### src/rtl/scan_digit_if.sv
// Digit-buffer bus: PS/2 byte strobe and clear in, digit buffer status out.
// The master drives scan bytes and clear; the slave is the buffer.
interface scan_digit_if #(
  parameter int DIGITS = 4
);
  logic [7:0]          scan_code_in;
  logic                scan_valid_in;
  logic                clear_in;
  logic [4*DIGITS-1:0] digits_out;
  logic [3:0]          count_out;
  logic                full_out;
  logic                digit_valid_out;
  logic                error_out;

  modport master (
    output scan_code_in, scan_valid_in, clear_in,
    input  digits_out, count_out, full_out, digit_valid_out, error_out
  );

  modport slave (
    input  scan_code_in, scan_valid_in, clear_in,
    output digits_out, count_out, full_out, digit_valid_out, error_out
  );
endinterface

### src/rtl/scan_digit_buffer.sv
// PS/2 keypad digit buffer: decodes make codes into a shift buffer of nibbles,
// skips break/extended sequences, and supports backspace and clear.
//
// state   | meaning
// IDLE    | no prefix pending, next byte is a make code or a prefix
// BRK     | F0 seen, next byte is a key release and is dropped
// EXT     | E0 seen, next byte is an extended key (dropped) or F0
// EXT_BRK | E0 F0 seen, next byte is an extended release and is dropped
module scan_digit_buffer #(
  parameter int DIGITS   = 4,
  parameter int HEX_MODE = 0
) (
  input logic          clk,
  input logic          rst,
  scan_digit_if.slave  bus
);

  typedef enum logic [1:0] {IDLE, BRK, EXT, EXT_BRK} state_t;

  localparam logic [3:0] DIG_CNT = 4'(DIGITS);

  state_t              state, state_nxt;
  logic [4*DIGITS-1:0] digits, digits_nxt;
  logic [3:0]          count, count_nxt;
  logic                dv, dv_nxt;
  logic                err, err_nxt;
  logic                key_hit;
  logic [3:0]          key_val;

  always_comb begin
    key_hit = 1'b1;
    key_val = 4'h0;
    case (bus.scan_code_in)
      8'h45: key_val = 4'h0;
      8'h16: key_val = 4'h1;
      8'h1E: key_val = 4'h2;
      8'h26: key_val = 4'h3;
      8'h25: key_val = 4'h4;
      8'h2E: key_val = 4'h5;
      8'h36: key_val = 4'h6;
      8'h3D: key_val = 4'h7;
      8'h3E: key_val = 4'h8;
      8'h46: key_val = 4'h9;
      8'h1C: begin key_val = 4'hA; key_hit = (HEX_MODE != 0); end
      8'h32: begin key_val = 4'hB; key_hit = (HEX_MODE != 0); end
      8'h21: begin key_val = 4'hC; key_hit = (HEX_MODE != 0); end
      8'h23: begin key_val = 4'hD; key_hit = (HEX_MODE != 0); end
      8'h24: begin key_val = 4'hE; key_hit = (HEX_MODE != 0); end
      8'h2B: begin key_val = 4'hF; key_hit = (HEX_MODE != 0); end
      default: key_hit = 1'b0;
    endcase
  end

  always_comb begin
    state_nxt  = state;
    digits_nxt = digits;
    count_nxt  = count;
    dv_nxt     = 1'b0;
    err_nxt    = 1'b0;
    if (bus.clear_in) begin
      state_nxt  = IDLE;
      digits_nxt = '1;
      count_nxt  = 4'd0;
    end else if (bus.scan_valid_in) begin
      case (state)
        IDLE: begin
          if (bus.scan_code_in == 8'hF0) begin
            state_nxt = BRK;
          end else if (bus.scan_code_in == 8'hE0) begin
            state_nxt = EXT;
          end else if (bus.scan_code_in == 8'h00) begin
            state_nxt = IDLE;
          end else if (bus.scan_code_in == 8'h66) begin
            if (count != 4'd0) begin
              digits_nxt = digits >> 4;
              digits_nxt[4*DIGITS-1 -: 4] = 4'hF;
              count_nxt  = count - 4'd1;
            end
          end else if (key_hit) begin
            // Pushing into a full buffer drops the oldest (top) nibble.
            digits_nxt      = digits << 4;
            digits_nxt[3:0] = key_val;
            count_nxt       = (count == DIG_CNT) ? count : count + 4'd1;
            dv_nxt          = 1'b1;
          end else begin
            err_nxt = 1'b1;
          end
        end
        EXT:     state_nxt = (bus.scan_code_in == 8'hF0) ? EXT_BRK : IDLE;
        default: state_nxt = IDLE;
      endcase
    end
  end

  always_ff @(posedge clk) begin
    if (rst) begin
      state  <= IDLE;
      digits <= '1;
      count  <= 4'd0;
      dv     <= 1'b0;
      err    <= 1'b0;
    end else begin
      state  <= state_nxt;
      digits <= digits_nxt;
      count  <= count_nxt;
      dv     <= dv_nxt;
      err    <= err_nxt;
    end
  end

  assign bus.digits_out      = digits;
  assign bus.count_out       = count;
  assign bus.full_out        = (count == DIG_CNT);
  assign bus.digit_valid_out = dv;
  assign bus.error_out       = err;

endmodule

### src/flat_wrapper.sv
// flat-port wrapper written by rule: the top's interface ports become plain ports
module scan_digit_buffer_flat 
#(
  parameter int DIGITS   = 4,
  parameter int HEX_MODE = 0
)
  (clk, rst, bus_scan_code_in, bus_scan_valid_in, bus_clear_in, bus_digits_out, bus_count_out, bus_full_out, bus_digit_valid_out, bus_error_out);
  scan_digit_if #(.DIGITS(DIGITS)) bus_i ();
  input logic clk;
  input logic rst;
  input wire logic [$bits(bus_i.scan_code_in)-1:0] bus_scan_code_in;
  input wire logic [$bits(bus_i.scan_valid_in)-1:0] bus_scan_valid_in;
  input wire logic [$bits(bus_i.clear_in)-1:0] bus_clear_in;
  output wire logic [$bits(bus_i.digits_out)-1:0] bus_digits_out;
  output wire logic [$bits(bus_i.count_out)-1:0] bus_count_out;
  output wire logic [$bits(bus_i.full_out)-1:0] bus_full_out;
  output wire logic [$bits(bus_i.digit_valid_out)-1:0] bus_digit_valid_out;
  output wire logic [$bits(bus_i.error_out)-1:0] bus_error_out;
  assign bus_i.scan_code_in = bus_scan_code_in;
  assign bus_i.scan_valid_in = bus_scan_valid_in;
  assign bus_i.clear_in = bus_clear_in;
  assign bus_digits_out = bus_i.digits_out;
  assign bus_count_out = bus_i.count_out;
  assign bus_full_out = bus_i.full_out;
  assign bus_digit_valid_out = bus_i.digit_valid_out;
  assign bus_error_out = bus_i.error_out;
  scan_digit_buffer #(.DIGITS(DIGITS), .HEX_MODE(HEX_MODE)) u_core (.clk(clk), .rst(rst), .bus(bus_i));
endmodule
### config.mk
export PLATFORM = sky130hd
export DESIGN_NAME = scan_digit_buffer_flat
export DESIGN_NICKNAME = d
export VERILOG_FILES = /design/src/rtl/scan_digit_if.sv /design/src/rtl/scan_digit_buffer.sv /design/src/flat_wrapper.sv
export SDC_FILE = /design/constraint.sdc
export NUM_CORES = 1
export LEC_CHECK = 0
export ABC_AREA = 1
export CAP_MARGIN = 15
export CORE_MARGIN = 5
export CORE_UTILIZATION = 40
export CTS_CLUSTER_DIAMETER = 150
export DETAILED_ROUTE_END_ITERATION = 8
export GPL_ROUTABILITY_DRIVEN = 0
export PLACE_DENSITY = 0.67
export SLEW_MARGIN = 40
export SYNTH_ARGS = -nofsm -noshare
export SYNTH_HDL_FRONTEND = slang
export SYNTH_SLANG_ARGS = --single-unit
### constraint.sdc
create_clock -name clk -period 2.38 [get_ports clk]
set_input_delay 0.357 -clock clk [delete_from_list [all_inputs] [get_ports clk]]
set_output_delay 0.357 -clock clk [all_outputs]
set_load 0.01 [all_outputs]
==> results of run 1 <==
## path summary, 6_finish.rpt
| path | cells after the start | slack [ns] | end | from |
|---|---|---|---|---|
| worst max register to register | 9 | 0.87 | u_core.bus.count_out[1] | u_core.bus.count_out[1] |
| worst min register to register | 2 | 0.50 | u_core.state[1] | u_core.state[1] |
| worst max-delay path | 16 | 0.31 | u_core.bus.count_out[3] | bus_scan_code_in[1] |
| worst min-delay path | 2 | 0.50 | u_core.state[1] | u_core.state[1] |
## metrics by stage
step	hold slack, ns	instances	util
floorplan	0.454	248	-
global placement	0.484	336	0.520
detailed placement	0.478	336	0.520
CTS	0.499	340	0.538
global route	0.519	340	0.538
finish	0.495	340	0.538
## final cells by class
type | count | area, µm²
fill | 423 | 1850
multi-input combinational | 190 | 993
sequential | 24 | 480
timing repair buffer | 47 | 450
inverter | 25 | 93.8
tap | 50 | 62.6
clock buffer | 3 | 41.3
clock inverter | 1 | 30.0
## layout by cell type (no fill, tap or decap), types with 2 or more instances in the layout
| cell | n |
|---|---|
| sky130_fd_sc_hd__ha_1 | 2 |
| sky130_fd_sc_hd__nand4_1 | 4 |
| sky130_fd_sc_hd__nand2_4 | 3 |
| sky130_fd_sc_hd__nor2_2 | 3 |
| sky130_fd_sc_hd__inv_1 | 21 |
| sky130_fd_sc_hd__nand2_2 | 2 |
| sky130_fd_sc_hd__o21ai_0 | 4 |
| sky130_fd_sc_hd__nand3_2 | 13 |
| sky130_fd_sc_hd__nand3_1 | 26 |
| sky130_fd_sc_hd__dfxtp_1 | 24 |
| sky130_fd_sc_hd__o21ai_1 | 3 |
| sky130_fd_sc_hd__buf_4 | 12 |
| sky130_fd_sc_hd__clkbuf_8 | 3 |
| sky130_fd_sc_hd__clkdlybuf4s50_1 | 34 |
| sky130_fd_sc_hd__o211ai_1 | 4 |
| sky130_fd_sc_hd__nor4_1 | 2 |
| sky130_fd_sc_hd__inv_2 | 4 |
| sky130_fd_sc_hd__nand2_1 | 87 |
| sky130_fd_sc_hd__nor2_4 | 2 |
| sky130_fd_sc_hd__nor2_1 | 25 |
| sky130_fd_sc_hd__nor3_1 | 2 |
## worst max-delay path, cell delays in order
cell and delay (ns):
sky130_fd_sc_hd__clkdlybuf4s50_1 0.55, sky130_fd_sc_hd__nand2_2 0.11, sky130_fd_sc_hd__nor2_4 0.14, sky130_fd_sc_hd__nand2_4 0.06, sky130_fd_sc_hd__inv_2 0.08, sky130_fd_sc_hd__ha_1 0.22, sky130_fd_sc_hd__nand2_1 0.06, sky130_fd_sc_hd__inv_1 0.03
sky130_fd_sc_hd__o21ai_0 0.13, sky130_fd_sc_hd__nand2_1 0.08, sky130_fd_sc_hd__xor2_1 0.14, sky130_fd_sc_hd__inv_1 0.07, sky130_fd_sc_hd__nand3_1 0.07, sky130_fd_sc_hd__nand2_1 0.07, sky130_fd_sc_hd__inv_1 0.04, sky130_fd_sc_hd__nor2_1 0.08
## power breakdown
group	internal [mW]	switching, mW
registers	0.405	0.00309
clock network	0.225	0.142
logic	0.0522	0.0647
total	0.682	0.210
## cells in the mapped netlist (all sizes together) (2+ instances only)
master,number,area (µm²)
nand2,92,373
nor3,2,10.0
inv,25,93.8
o211ai,4,30.0
buf,8,77.6
nand4,5,46.3
nor2,30,135
nor4,2,12.5
ha,2,25.0
dfxtp,24,480
o21ai,7,35.0
nand3,39,260
## logic make-up (layout without fill, tap and decap cells)
kind of cell | count (synthesis) | in the layout | synth area share
flops | 24 | 24 | 0.291
fa+ha+maj | 3 | 3 | 0.0273
simple gates | 171 | 171 | 0.511
compound gates | 14 | 14 | 0.0531
buf+inv | 34 | 76 | 0.106
xor+xnor | 2 | 2 | 0.0106
## registers in the layout, indices dropped and copies added, names as in the netlist
register,flops
u_core.bus.digit_valid_out,1
u_core.state,2
u_core.bus.count_out,4
u_core.bus.error_out,1
u_core.bus.digits_out,16
## layer usage
layer / vias up / track usage
li1: 878 / -
met5: - / 0
met2: 37 / 0.241
met3: 4 / 0.0311
met1: 768 / 0.213
met4: 0 / 0.0237
==> reports/results.txt, run 1 <==
The wire length on met3 was 202 µm. The run finished with clean final reports. After routing, the total negative slack on setup checks comes to 0 ns. In this run the power density over the cells is 415 nW/µm². In this run the deepest clock path goes through 2 buffers.

Slew at the pin closest to its max-slew limit: 0.333 ns. Number of global-route vias before repair: 1502. The post-cts hold buffer count came out at 0.

The total track usage was 0.150; the latest clock arrival within the worst-skew pair was 0.27 ns. After detailed routing, the number of remaining DRC violations is 0. TritonCTS created 3 clock buffers. The vertical die dimension was 74.2 µm; the total clock sinks was 24. Detailed routing inserted a total of 1687 vias.

The mean instance size in the synthesized netlist is 6.65 µm². The maximum net fanout on the critical path works out to 5. The root buffer cell chosen for the clock tree is sky130_fd_sc_hd__clkbuf_8. Entering global routing, the biggest net connects 21 pins. Summing every instance area after synthesis gives 1650 µm². The fraction of final layout cells sized beyond drive strength 1 was 0.155.

The number of library cell types mapped by synthesis was 31; the average vias per placed instance was 4.96. The total overflow left after global routing is 0. The critical path class was in2reg. The final layout contains 306 nets.

Setup repair after global routing left no endpoint under its margin. Highest routed metal layer: met4. The sort of element at the start of the critical path is a primary input. The commonest register cell after synthesis was sky130_fd_sc_hd__dfxtp_1. The first routing iteration left 155 violations. Clock-pin slew was measured on the worst setup and hold paths at 0.09 ns. In this run the standard cell core region covers 4000 µm².

The logs give 2080 µm² for the total cell area at the placement stage and -0.00619 ns for the worst slack at placement. Once the clock tree was built, the resizer swapped 0 gates to a different size. The kind of end point of the critical path is a flop. The count of final max-slew check failures is 0, and the worst clock skew is 0.00691 ns. The run gives 35 as the total I/O pin count. The number of rows created at floorplan was 23; the sequential area share after synthesis was 0.291.

The detailed-route wire length per cell came out at 11.5 µm. The total half-perimeter wirelength after legalization and detailed placement was 3010 µm. The first detailed-routing pass ran for 4 iterations. Wire segments on met2 add up to 1760 µm in the final route. Subtracting the final worst setup slack from the clock period gives 2.07 ns. The relative max-transition margin is 0.776. The share of the cycle needed by the critical path after routing is 0.871. When the netlist entered floorplanning its net count stood at 263. Summed over all layers, the routed wires come to 3900 µm. For this run, the top clock speed supported by timing is 482 MHz. The path class of the tightest hold or removal check is reg2reg.

Counting flops and latches in the post-synthesis netlist gives 24. For the required time reported for the critical path endpoint, the log shows 2.60 ns. Synthesis-to-layout area growth: 30.5%. Once routing completed, OpenROAD measured the worst setup slack at 0.307 ns.

Initial standard-cell utilization of the core: 0.412. TritonCTS built the clock tree. Arrival time reported for the critical path endpoint: 2.30 ns.

Share of synthesized flip-flops with an asynchronous set or reset: 0. The tools report the final hold violation count as 0. The setup violation total in the final timing report is 0, and the post-route total power is 0.892 mW.

Number of input and output port buffers inserted: 34. With fillers left out, the area of the finished cells amounts to 2150 µm². In this run the post-CTS setup repair buffer count came out at 0.

The cell count after synthesis was 248. The total routed wire length on the met1 layer is 1920 µm. The number of H-tree branching levels was 1; the number of enable flip-flop cells after synthesis was 0. The number of max-capacitance violations reported was 0.

The first global-routing pass estimated 6670 µm of wire. The number of antenna violations at the first check in global routing was 0. Once detail routing completed, the nets flagged for antenna violations numbered 0.

The floorplan step set the die width to 74.2 µm. The analysis attributes to cell leakage a power of 1.08 nW. The die covers 5510 µm². Number of warnings issued by yosys: 0. 0 antenna diodes ended up in the layout. The run gives 282 µV as the worst vdd rail ir drop.
Note: power is estimated with default switching activity, not from simulation.
==> inputs of run 2 (changes only) <==
CAP_MARGIN = 0   (was 15)
==> results of run 2 <==
The final DEF is identical to that of run 1; final timing and power are the same.
==> inputs of run 3 (changes only) <==
PLACE_DENSITY = 0.74   (was 0.67)
==> reports/results.txt, run 3 (synthesis gave the netlist of run 1 again) <==
Counting instances, the worst hold path has a depth of 2. The tree is rooted in a sky130_fd_sc_hd__clkbuf_8. Counting both buffers and inverters, the worst setup path holds a total of 6. The wire length after detailed routing is 3930 µm, and the slew at the pin closest to its max-slew limit is 0.327 ns. The number of rows created at floorplan is 23, and the area enclosed by the die boundary is 5510 µm². The most common library cell in the layout ignoring fill and taps is sky130_fd_sc_hd__nand2_1. The logs give 2170 µm² for the post-route cell area and 35 for the total I/O pin count. The tools report the initial detailed-routing violation count as 159. Final hold violation count: 0.

Setup repair after global routing left no endpoint under its margin. Count of final max-slew check failures: 0. The flip-flop count of the largest register, all copies and words added was 16; the number of antenna violations at the first check in global routing was 0. The worst register-to-register path ends at u_core.bus.count_out[3]. The setup slack on the worst flop-to-flop path was 0.88 ns; the total iterations of the first detailed-routing run was 4. The tools report the number of vias in the routed layout as 1695.

The run gives 1 as the number of H-tree branching levels. The number of cells on the worst reg-to-reg path is 11. The setup violation total in the final timing report is 0.

The run finished with clean final reports. Counting the buffers created by CTS gives 3. For this run, the top clock speed supported by timing is 475 MHz. The critical path crosses 17 cells after its start point.

After clock tree synthesis, the setup repair step added 0 buffers. The remaining global-route overflow came out at 0. The share of the cycle needed by the critical path after routing works out to 0.884. In this run the worst path has a maximum fanout of 6. For the final routed database, the setup TNS stands at 0 ns. The delay of the slowest cell on the worst path is 0.42 ns. After detailed routing, the average wire length per cell comes to 11.5 µm. In the routed layout, each cell is associated on average with a via count of 4.97. The worst setup path is of the in2reg kind. The tree built by TritonCTS fans out to 24 sinks. The tool flagged a number of max-cap violations equal to 0.

In the routed design, unresolved DRC markers number 0. Summing all placed instances gives a cell area of 2100 µm². Latest clock arrival within the worst-skew pair: 0.27 ns. The clock-pin slew on the worst setup and hold paths is 0.09 ns, and the total power per unit cell area is 412 nW/µm².

The number of antenna diodes in the final layout is 0. In the layout the commonest cells are sky130_fd_sc_hd__nand2_1 (87), sky130_fd_sc_hd__clkdlybuf4s50_1 (34), sky130_fd_sc_hd__nand3_1 (26), sky130_fd_sc_hd__nor2_1 (25), sky130_fd_sc_hd__dfxtp_1 (24). IR analysis of the VDD net gives a maximum drop of 194 µV. The tools report the initial standard-cell utilization of the core as 0.412.

The wire-length estimate of the detail-placed layout is 3000 µm. Synthesis-to-layout area growth: 31.7%. Arrival time reported for the critical path endpoint: 2.32 ns. The path class of the tightest hold or removal check is reg2reg. The run gives 6850 µm as the wire length of the first global-routing pass. The net count of the finished layout is 307. In this run the vertical extent of the chip is 74.2 µm. The count of antenna-violating nets left after detailed routing is 0.

STA classifies the critical path endpoint as a flop. The fraction of final layout cells sized beyond drive strength 1 came out at 0.158. The kind of cell with the highest combined delay along the critical path is buffers and inverters. The count of filler cells inserted in the layout was 379. By instance count, the cell type seen most on the critical path is sky130_fd_sc_hd__inv_1. The analysis attributes to cell leakage a power of 1.09 nW. The clock passes through at most 2 buffers.

The required time reported for the critical path endpoint is 2.59 ns. The cell with the largest stage delay on the worst path is sky130_fd_sc_hd__clkdlybuf4s50_1. The run gives 0 as the post-cts hold buffer count.

The tools report the maximum number of pins on one net before global-route repair as 24. After clock tree synthesis, the repair step resized 0 gates. The worst path in the final design needs a cycle of 2.10 ns, including I/O delays and setup. The worst setup path is launched from a primary input. The tools report the worst clock skew as 0.00292 ns. TritonCTS built the clock tree. The relative max-transition margin was 0.780. The path with the worst hold slack has its endpoint at u_core.bus.digits_out[0].

Traced cell by cell, the critical path runs through clkdlybuf4s50_1 > inv_1 > nand2_2 > nor2_4 > nand2_4 > inv_2 > ha_1 > nand2_1 > inv_1 > o21ai_0 > nand2_1 > xor2_1 > inv_1 > nand3_1 > nand2_1 > inv_1 > nor2_1. The run gives 4000 µm² as the core box area. The floorplan step set the die width to 74.2 µm. The total track usage was 0.154.

The tools report the number of global-route vias before repair as 1525. The number of input and output port buffers inserted is 34. The launch point of the worst reg-to-reg path was u_core.bus.count_out[1].

Startpoint of the tightest hold check path: u_core.bus.digits_out[0].
==> run 3: cell count changes in the layout (fill, tap and decap cells not counted) <==
cell	before	now
sky130_fd_sc_hd__buf_12	1	2
==> run 3: worst max-delay path by stage <==
stage / start / end
5_1_grt: bus_scan_code_in[0] / u_core.bus.count_out[3]
6_report: bus_scan_code_in[0] / u_core.bus.count_out[3]
2_1_floorplan: bus_scan_code_in[0] / u_core.bus.count_out[3]
3_5_place_dp: bus_scan_code_in[0] / u_core.bus.count_out[3]
4_1_cts: bus_scan_code_in[0] / u_core.bus.count_out[3]
3_3_place_gp: bus_scan_code_in[0] / u_core.bus.count_out[3]
==> run 3: worst register-to-register path: stages (launching register included) <==
cell and delay [ns]:
sky130_fd_sc_hd__dfxtp_1 0.40, sky130_fd_sc_hd__ha_1 0.25, sky130_fd_sc_hd__nand2_1 0.06, sky130_fd_sc_hd__inv_1 0.03
sky130_fd_sc_hd__o21ai_0 0.13, sky130_fd_sc_hd__nand2_1 0.08, sky130_fd_sc_hd__xor2_1 0.14, sky130_fd_sc_hd__inv_1 0.07
sky130_fd_sc_hd__nand3_1 0.08, sky130_fd_sc_hd__nand2_1 0.08, sky130_fd_sc_hd__inv_1 0.04, sky130_fd_sc_hd__nor2_1 0.08
==> run 3: cell type report <==
| class | count | area [µm²] | share of cell area |
|---|---|---|---|
| Clock buffer | 3 | 41.3 | 0.0190 |
| Clock inverter | 1 | 30.0 | 0.0138 |
| Inverter | 25 | 93.8 | 0.0432 |
| Multi-Input combinational cell | 190 | 993 | 0.457 |
| Sequential cell | 24 | 480 | 0.221 |
| Tap cell | 50 | 62.6 | 0.0288 |
| Timing Repair Buffer | 48 | 470 | 0.217 |
==> run 3: stage by stage <==
| stage | cells | utilization | total power [mW] | setup WS (ns) | hold slack (ns) |
|---|---|---|---|---|---|
| 2_1_floorplan | 248 | - | 0.482 | 0.274 | 0.454 |
| 3_3_place_gp | 337 | 0.525 | 0.536 | 0.0743 | 0.481 |
| 3_5_place_dp | 337 | 0.525 | 0.537 | -0.0102 | 0.485 |
| 4_1_cts | 341 | 0.543 | 0.900 | 0.275 | 0.508 |
| 5_1_grt | 341 | 0.543 | 0.930 | 0.101 | 0.523 |
| 6_report | 341 | 0.543 | 0.896 | 0.277 | 0.502 |
==> run 3: power breakdown <==
group          switching (mW)  total, mW  internal (mW)
Combinational          0.0652      0.120         0.0553
Clock                   0.143      0.367          0.225
Sequential            0.00295      0.408          0.405
Total                   0.211      0.896          0.685
==> run 3: per-layer routing <==
metal | vias up | GRT usage | routed length, µm
met4 | 0 | 0.0395 | 20
li1 | 884 | - | -
met5 | - | 0 | 0
met1 | 769 | 0.213 | 1830
met3 | 2 | 0.0243 | 213
met2 | 40 | 0.250 | 1870
